--- src/rtl/iob_native_split.sv ---
// Native valid/ready CPU port to N_SLAVES IOb ports, routed by the top address bits.
// One access in flight; registered outputs; bus-error on unmapped select or watchdog expiry.
module iob_native_split #(
  parameter int unsigned ADDR_W   = 32,
  parameter int unsigned DATA_W   = 32,
  parameter int unsigned N_SLAVES = 2,
  parameter int unsigned SEL_W    = 1,
  parameter int unsigned TIMEOUT  = 255
) (
  input  logic                       clk,
  input  logic                       rst_n,
  input  logic                       cpu_valid,
  input  logic [ADDR_W-1:0]          cpu_addr,
  input  logic [DATA_W-1:0]          cpu_wdata,
  input  logic [DATA_W/8-1:0]        cpu_wstrb,
  output logic [DATA_W-1:0]          cpu_rdata,
  output logic                       cpu_ready,
  output logic                       cpu_err,
  output logic [ADDR_W-1:0]          err_addr,
  output logic [N_SLAVES-1:0]        s_avalid,
  output logic [ADDR_W-1:0]          s_addr,
  output logic [DATA_W-1:0]          s_wdata,
  output logic [DATA_W/8-1:0]        s_wstrb,
  input  logic [N_SLAVES-1:0]        s_ready,
  input  logic [N_SLAVES-1:0]        s_rvalid,
  input  logic [N_SLAVES*DATA_W-1:0] s_rdata
);

  localparam int unsigned STRB_W = DATA_W / 8;

  localparam logic [1:0] StIdle   = 2'd0;
  localparam logic [1:0] StReq    = 2'd1;
  localparam logic [1:0] StRdWait = 2'd2;
  localparam logic [1:0] StDone   = 2'd3;

  localparam logic [31:0] ToLast = 32'(TIMEOUT) - 32'd1;

  logic [1:0]          state_q, state_d;
  logic [SEL_W-1:0]    sel_q, sel_d;
  logic [31:0]         cnt_q, cnt_d;
  logic [N_SLAVES-1:0] s_avalid_q, s_avalid_d;
  logic                cpu_ready_q, cpu_ready_d;
  logic                cpu_err_q, cpu_err_d;
  logic [DATA_W-1:0]   cpu_rdata_q, cpu_rdata_d;
  logic [ADDR_W-1:0]   err_addr_q, err_addr_d;
  logic [ADDR_W-1:0]   s_addr_q, s_addr_d;
  logic [DATA_W-1:0]   s_wdata_q, s_wdata_d;
  logic [STRB_W-1:0]   s_wstrb_q, s_wstrb_d;

  logic [SEL_W-1:0]    cpu_sel;
  logic                cpu_mapped;
  logic [N_SLAVES-1:0] req_onehot;
  logic                sel_rvalid;
  logic [DATA_W-1:0]   sel_rdata;
  logic                accept;
  logic                timed_out;

  assign cpu_sel    = cpu_addr[ADDR_W-1 -: SEL_W];
  assign cpu_mapped = 32'(cpu_sel) < 32'(N_SLAVES);
  assign accept     = (state_q == StReq) && |(s_avalid_q & s_ready);
  assign timed_out  = (TIMEOUT != 0) && (cnt_q >= ToLast);

  // Decode the incoming select and mux the latched slave's response.
  always_comb begin
    req_onehot = '0;
    sel_rvalid = 1'b0;
    sel_rdata  = '0;
    for (int unsigned k = 0; k < N_SLAVES; k++) begin
      if (cpu_sel == SEL_W'(k)) req_onehot[k] = 1'b1;
      if (sel_q == SEL_W'(k)) begin
        sel_rvalid = s_rvalid[k];
        sel_rdata  = s_rdata[k*DATA_W +: DATA_W];
      end
    end
  end

  always_comb begin
    state_d     = state_q;
    sel_d       = sel_q;
    cnt_d       = cnt_q;
    s_avalid_d  = s_avalid_q;
    cpu_ready_d = 1'b0;
    cpu_err_d   = 1'b0;
    cpu_rdata_d = cpu_rdata_q;
    err_addr_d  = err_addr_q;
    s_addr_d    = s_addr_q;
    s_wdata_d   = s_wdata_q;
    s_wstrb_d   = s_wstrb_q;

    unique case (state_q)
      StIdle: begin
        if (cpu_valid) begin
          s_addr_d  = cpu_addr;
          s_wdata_d = cpu_wdata;
          s_wstrb_d = cpu_wstrb;
          sel_d     = cpu_sel;
          if (!cpu_mapped) begin
            state_d     = StDone;
            cpu_ready_d = 1'b1;
            cpu_err_d   = 1'b1;
            err_addr_d  = cpu_addr;
            if (cpu_wstrb == '0) cpu_rdata_d = '0;
          end else begin
            state_d    = StReq;
            s_avalid_d = req_onehot;
            cnt_d      = '0;
          end
        end
      end
      StReq: begin
        cnt_d = cnt_q + 32'd1;
        if (accept) begin
          s_avalid_d = '0;
          if (s_wstrb_q != '0) begin
            state_d     = StDone;
            cpu_ready_d = 1'b1;
          end else begin
            state_d = StRdWait;
          end
        end else if (timed_out) begin
          state_d     = StDone;
          s_avalid_d  = '0;
          cpu_ready_d = 1'b1;
          cpu_err_d   = 1'b1;
          err_addr_d  = s_addr_q;
          if (s_wstrb_q == '0) cpu_rdata_d = '0;
        end
      end
      StRdWait: begin
        cnt_d = cnt_q + 32'd1;
        if (sel_rvalid) begin
          state_d     = StDone;
          cpu_ready_d = 1'b1;
          cpu_rdata_d = sel_rdata;
        end else if (timed_out) begin
          state_d     = StDone;
          cpu_ready_d = 1'b1;
          cpu_err_d   = 1'b1;
          err_addr_d  = s_addr_q;
          cpu_rdata_d = '0;
        end
      end
      StDone: begin
        state_d = StIdle;
      end
      default: begin
        state_d = StIdle;
      end
    endcase
  end

  always_ff @(posedge clk or negedge rst_n) begin
    if (!rst_n) begin
      state_q     <= StIdle;
      sel_q       <= '0;
      cnt_q       <= '0;
      s_avalid_q  <= '0;
      cpu_ready_q <= 1'b0;
      cpu_err_q   <= 1'b0;
      cpu_rdata_q <= '0;
      err_addr_q  <= '0;
      s_addr_q    <= '0;
      s_wdata_q   <= '0;
      s_wstrb_q   <= '0;
    end else begin
      state_q     <= state_d;
      sel_q       <= sel_d;
      cnt_q       <= cnt_d;
      s_avalid_q  <= s_avalid_d;
      cpu_ready_q <= cpu_ready_d;
      cpu_err_q   <= cpu_err_d;
      cpu_rdata_q <= cpu_rdata_d;
      err_addr_q  <= err_addr_d;
      s_addr_q    <= s_addr_d;
      s_wdata_q   <= s_wdata_d;
      s_wstrb_q   <= s_wstrb_d;
    end
  end

  assign cpu_ready = cpu_ready_q;
  assign cpu_err   = cpu_err_q;
  assign cpu_rdata = cpu_rdata_q;
  assign err_addr  = err_addr_q;
  assign s_avalid  = s_avalid_q;
  assign s_addr    = s_addr_q;
  assign s_wdata   = s_wdata_q;
  assign s_wstrb   = s_wstrb_q;

endmodule

--- config.mk ---
export PLATFORM = sky130hd
export DESIGN_NAME = iob_native_split
export DESIGN_NICKNAME = d
export VERILOG_FILES = /design/src/rtl/iob_native_split.sv
export SDC_FILE = /design/constraint.sdc
export NUM_CORES = 1
export LEC_CHECK = 0
export BUFFER_PORTS_ARGS = -buffer_cell sky130_fd_sc_hd__buf_2
export CORE_AREA = 5 5 135 137
export DETAILED_ROUTE_END_ITERATION = 8
export DIE_AREA = 0 0 140 142
export PLACE_DENSITY = 0.75
export RECOVER_POWER = 50
export SLEW_MARGIN = 20
export SYNTH_ARGS = -nofsm -noshare
export SYNTH_HDL_FRONTEND = slang
export SYNTH_SLANG_ARGS = --single-unit
--- constraint.sdc ---
create_clock -name clk -period 2.2 [get_ports clk]
set_clock_uncertainty 0.05 [all_clocks]
set_input_delay 0.33 -clock clk [delete_from_list [all_inputs] [get_ports clk]]
set_output_delay 0.33 -clock clk [all_outputs]
set_load 0.01 [all_outputs]
Yosys cells after proc, flatten, opt, wreduce, memory -nomap -nowiden
Index checks and enable logic that the tools add are counted.

word-level totals
  bits in writable memories = 0
  memories kept = 0
  latch bits = 0
  logic and storage cells = 72
  input bits = 139
  memory bits (read-only) = 0
  flip-flop bits (word level) = 171
  output and inout bits = 136

cells by class
  multiply operators = 0
  shift-type cells = 0
  bitwise logic cells = 1
  divide/modulo/power cells = 0
  add/sub/neg operators = 1
  reductions and logical operators = 14
  order comparisons = 1
  mux-type cells = 34
  equality and inequality tests = 10

operator list
  cell                                                    count
  2-to-1 mux 32 bit                                       10
  one-hot mux 32 bit (2 select lines)                     3
  adder 32 x 1 -> 32 bit (second input constant)          1
  >= comparator 32 x 8 -> 1 bit (second input constant)   1
  2-to-1 mux 2 bit                                        7
  2-to-1 mux 1 bit                                        10
  inequality test 2 bit (second input constant)           4
  one-hot mux 2 bit (4 select lines)                      1
  inequality test 3 bit (second input constant)           2
  AND reduction 3 bit                                     2
  nonzero test 2 bit                                      3
  AND reduction 5 bit                                     1
  == test 2 bit (second input constant)                   2
  logical NOT 4 bit                                       1
  one-hot mux 1 bit (2 select lines)                      2
  one-hot mux 2 bit (2 select lines)                      1
  AND reduction 2 bit                                     2
  nonzero test 4 bit                                      1
  OR reduction 2 bit                                      2
  AND 2 bit                                               1
  == test 2 x 1 -> 1 bit (second input constant)          1
  logical NOT 2 bit                                       1
  inequality test 2 x 1 -> 1 bit (second input constant)  1
  logical AND 1 bit                                       1

Depth between registers and ports, before layout
  depth after elaboration = 5
  depth in mapped cells = 9
  depth with buffers taken out = 7

Worst setup path after synthesis
OpenSTA, ideal clock, no wires.

  path kind = flip-flop to flip-flop
  from = register state_q[0]
  to = register cnt_q[31]
  data required time = 2.072 ns
  path buffers = 1
  stages on the path, launching flop included = 9
  arrival time = 2.071 ns
  setup time = 0.078 ns
  slack = 0.001 ns
  period minus slack after synthesis = 2.199 ns
  cell sequence = dfrtp_1 -> inv_1 -> ha_1 -> mux2i_1 -> nor3b_4 -> nand3_1 -> buf_2 -> or3_1 -> a21oi_1

on the way
  word-level cells in the longest chain between the ends = 4
  elaborated cells on any way between the ends = 8
  those cells by class = eq/ne: 3; mux: 1; reduce/logical: 4

RTL lines
  item                                                     line  text
  start, declared                                          38    logic [1:0] state_q, state_d;
  start signal, assigned                                   154   state_q <= StIdle;
  start signal, assigned                                   166   state_q <= state_d;
  == test 2 x 1 -> 1 bit or == test 2 bit (tied branches)  90    unique case (state_q)
  OR reduction 2 bit (no line)                             --
  nonzero test 2 bit (no line)                             --
  AND reduction 2 bit (no line)                            --
  end signal, assigned                                     168   cnt_q <= cnt_d;
  end, declared                                            40    logic [31:0] cnt_q, cnt_d;

Several ways; a longest one is shown, not always the timed one.
A chain may end at the register's enable or synchronous reset.

Final worst setup path
  from = register cnt_q[9]
  to = register cpu_rdata_q[2], in the netlist cpu_rdata[2]

on the way
  word-level cells in the longest chain between the ends = 3
  elaborated cells on any way between the ends = 4
  those cells by class = order compare: 1; eq/ne: 2; reduce/logical: 1

RTL lines
  item                                                                      line  text
  >= comparator 32 x 8 -> 1 bit (*)                                         61    assign timed_out = (TIMEOUT != 0) && (cnt_q >= ToLast);
  inequality test 3 bit (no line) or inequality test 2 bit (tied branches)  --
  AND reduction 5 bit (no line) (*)                                         --
  end signal, assigned                                                      172   cpu_rdata_q <= cpu_rdata_d;
  end, declared                                                             44    logic [DATA_W-1:0] cpu_rdata_q, cpu_rdata_d;

Mark *: on every way between the ends. The rest lies on a longest branch, timed or not.

==> flow_summary.json <==
{
  "grt_pass1_wl_mm": 30.3,
  "layout-drive-gt1-share_pct": 49.7,
  "synth_cell_type_count": 43,
  "portBuffers": 274,
  "dp_hpwl_mm": 13.7,
  "dieArea_um2": 19900,
  "num_rows": 48,
  "hold_viol": 0,
  "cts_buffers": 17,
  "cts.path.max_buffers": 2,
  "fin_crit_sh_pct": 99.2,
  "worst_pin_slew_ps": 1400,
  "drcViolationCount": 0,
  "syn_nets": 694,
  "dp.cells": 1068,
  "insertedDiodeCount": 0,
  "p_clk_share_pct": 24.1,
  "wl_per_cell_um": 17.1,
  "drt_iter0_drc": 244,
  "cts_tree": "yes",
  "min_period_ps": 2180,
  "crit_fanout": 16,
  "htree_levels": 4,
  "path_clk_slew_ps": 70,
  "rsz0062_at_grt": "true",
  "drv_slew": 0,
  "clk_latency_ps": 420,
  "start_util_pct": 44.1,
  "fin_setup_tns_ps": 0,
  "arrival_ps": 2470,
  "core_um2": 16900,
  "finalNetCount": 1011,
  "cap_violations": 0,
  "timing.hold.ws_ps": 86.3,
  "wl_mm": 18.9,
  "outcome": "finished, final reports clean",
  "power.leakage_nw": 5.11,
  "grt_overflow_total": 0,
  "ys_seq_elements": 170,
  "synth_flop_cell": "dfrtp_1",
  "relSlewSlack_pct": 6.56,
  "async_reset_ff_share_pct": 100,
  "finalSetupViolCount": 0,
  "crit_required_ps": 2490,
  "synthCells": 550,
  "final_core_util_pct": 59.6,
  "syn_to_final_growth_pct": 35.0,
  "powerDensity_nw_per_um2": 1280,
  "switching_share_pct": 34.1,
  "yosysWarnings": 0,
  "p_switching_mw": 4.43,
  "cts.sinks": 170,
  "num_vias": 5540,
  "grt_max_degree": 57,
  "synth_edf_count": 0,
  "hold_path_class": "in -> reg",
  "fin_total_pwr_mw": 13.0,
  "instances_no_fill": 1105,
  "grt.total_usage_pct": 18.9,
  "max_freq_ghz": 0.458,
  "gp_congestion": 0.859,
  "die_h_um": 142,
  "startpoint_type": "flip-flop",
  "p_int_mw": 8.54,
  "grt_pass1_vias": 5942,
  "ant_nets": 0,
  "syn_avg_cell_area_um2": 13.6,
  "peakVddDrop_uv": 728,
  "antenna_found_initial": 0,
  "end_kind": "flip-flop",
  "cts-root-buf": "clkbuf_16",
  "pwr-share-comb_pct": 37.8,
  "post_drt_via_cell_ratio": 5.01,
  "firstDrtPassIters": 4,
  "criticalPathCategory": "reg -> reg",
  "synth_area_um2": 7470,
  "io_pins": 275,
  "p_seq_share_pct": 38.1,
  "seq_area_frac_synth_pct": 56.9,
  "die_width_um": 140
}
-- path summary, 6_finish.rpt --
| check | cells after the start | end | slack (ps) | startpoint |
|---|---|---|---|---|
| setup / recovery | 8 | cpu_rdata[2] | 20 | cnt_q[9] |
| hold / removal | 2 | s_wdata[25] | 90 | cpu_wdata[25] |
| setup reg to reg | 8 | cpu_rdata[2] | 20 | cnt_q[9] |
| hold reg to reg | 1 | cpu_rdata[1] | 440 | cpu_rdata[1] |
| max in group asynchronous | 3 | s_addr[31] | 310 | rst_n |
| min in group asynchronous | 2 | s_wdata[13] | 730 | rst_n |
-- flip-flops by register name (all words and copies together), names as in the netlist --
signal,cells
cpu_ready,1
s_avalid,2
s_wstrb,4
s_wdata,32
s_addr,32
err_addr,32
cpu_rdata,32
cnt_q,32
cpu_err,1
state_q,2
-- power by group through the flow --
| stage | clock network, mW | logic, mW | registers [mW] |
|---|---|---|---|
| 4_1_cts | 3.22 | 5.04 | 4.94 |
| 5_1_grt | 3.35 | 5.32 | 5.11 |
| 3_5_place_dp | 0 | 4.99 | 4.97 |
| 2_1_floorplan | 0 | 2.39 | 5.40 |
| 6_report | 3.12 | 4.90 | 4.95 |
| 3_3_place_gp | 0 | 4.87 | 4.94 |
-- cell usage in the layout (no fill, tap or decap), types with 6 or more instances in the layout --
cell,netlist,layout
mux2_4,30,31
o2bb2ai_1,32,31
mux2i_1,34,33
nor3_1,6,6
inv_1,9,9
buf_2,4,233
nor2_1,28,28
nand3_1,10,9
nand2_1,22,21
nand4_1,15,15
clkbuf_1,20,41
buf_4,2,43
o21ai_0,12,12
xor2_1,20,20
clkbuf_16,0,17
dfrtp_1,170,169
mux2_2,71,70
-- critical path, cell delays in order, from the launching register on --
cell and delay [ps]:
dfrtp_1 420, nor4_1 290, nand2_1 140, or3_4 430
buf_6 130, a32oi_4 200, buf_4 180, buf_16 140
o2bb2ai_1 110
-- cell usage after synthesis, types with 5 or more instances --
cell         n  share of area, %
nand4_1     15               1.3
clkbuf_1    20               1.0
ha_1         5              0.84
mux2_2      71                11
o21ai_0     12              0.80
mux2_4      30               6.0
inv_1        9              0.45
nand3_1     10              0.67
dfrtp_1    170                57
o2bb2ai_1   32               3.7
nor3_1       6              0.40
xor2_1      20               2.3
and3_1       5              0.42
mux2i_1     34               4.6
nor2_1      28               1.4
nor4_1       6              0.50
nand2_1     22               1.1
-- through the flow --
stage	instance area (um^2)	worst slack, ps
final	10100	17.8
after global routing	10100	-130
after CTS	10200	-40.7
after detailed placement	9430	-85.3
after global placement	9430	-25.5
after floorplan	7470	1.04
-- layout make-up --
| cell class | count | area [um^2] |
|---|---|---|
| fillers | 1397 | 6840 |
| flip-flops and latches | 170 | 4260 |
| multi-input cells | 338 | 3030 |
| repair buffers | 331 | 1880 |
| clock buffers | 18 | 429 |
| well taps | 225 | 282 |
| clock inverters | 14 | 185 |
| inverters | 9 | 33.8 |
-- repair_timing --
item,CTS,global route
gates cloned,2,0
setup buffers,2,1
hold buffers,1,0
hold endpoints to repair,52,0
pin swaps,3,3
gates resized for setup,5,7
setup endpoints to repair,64,71
-- logic make-up (layout without fill, tap and decap cells) --
group	after synthesis	in the layout	share of synthesized area (%)
AOI/OAI and AO/OA	65	65	7.20
xor gates and xnor gates	23	23	2.70
adders and majority gates	5	5	0.837
buffers and inverters	42	372	3.33
DFF	170	170	56.9
muxes	135	135	21.3
and+or+nand+nor	110	110	7.75
-- layer usage --
layer | track usage [%] | vias to the layer above | part of all wire [%]
li1 | - | 2636 | -
met1 | 25.2 | 2658 | 43
met2 | 30.8 | 230 | 48
met3 | 5.28 | 16 | 7.6
met4 | 5.05 | 0 | 1.2
met5 | 0 | - | 0
Note: power is estimated with default switching activity, not from simulation.
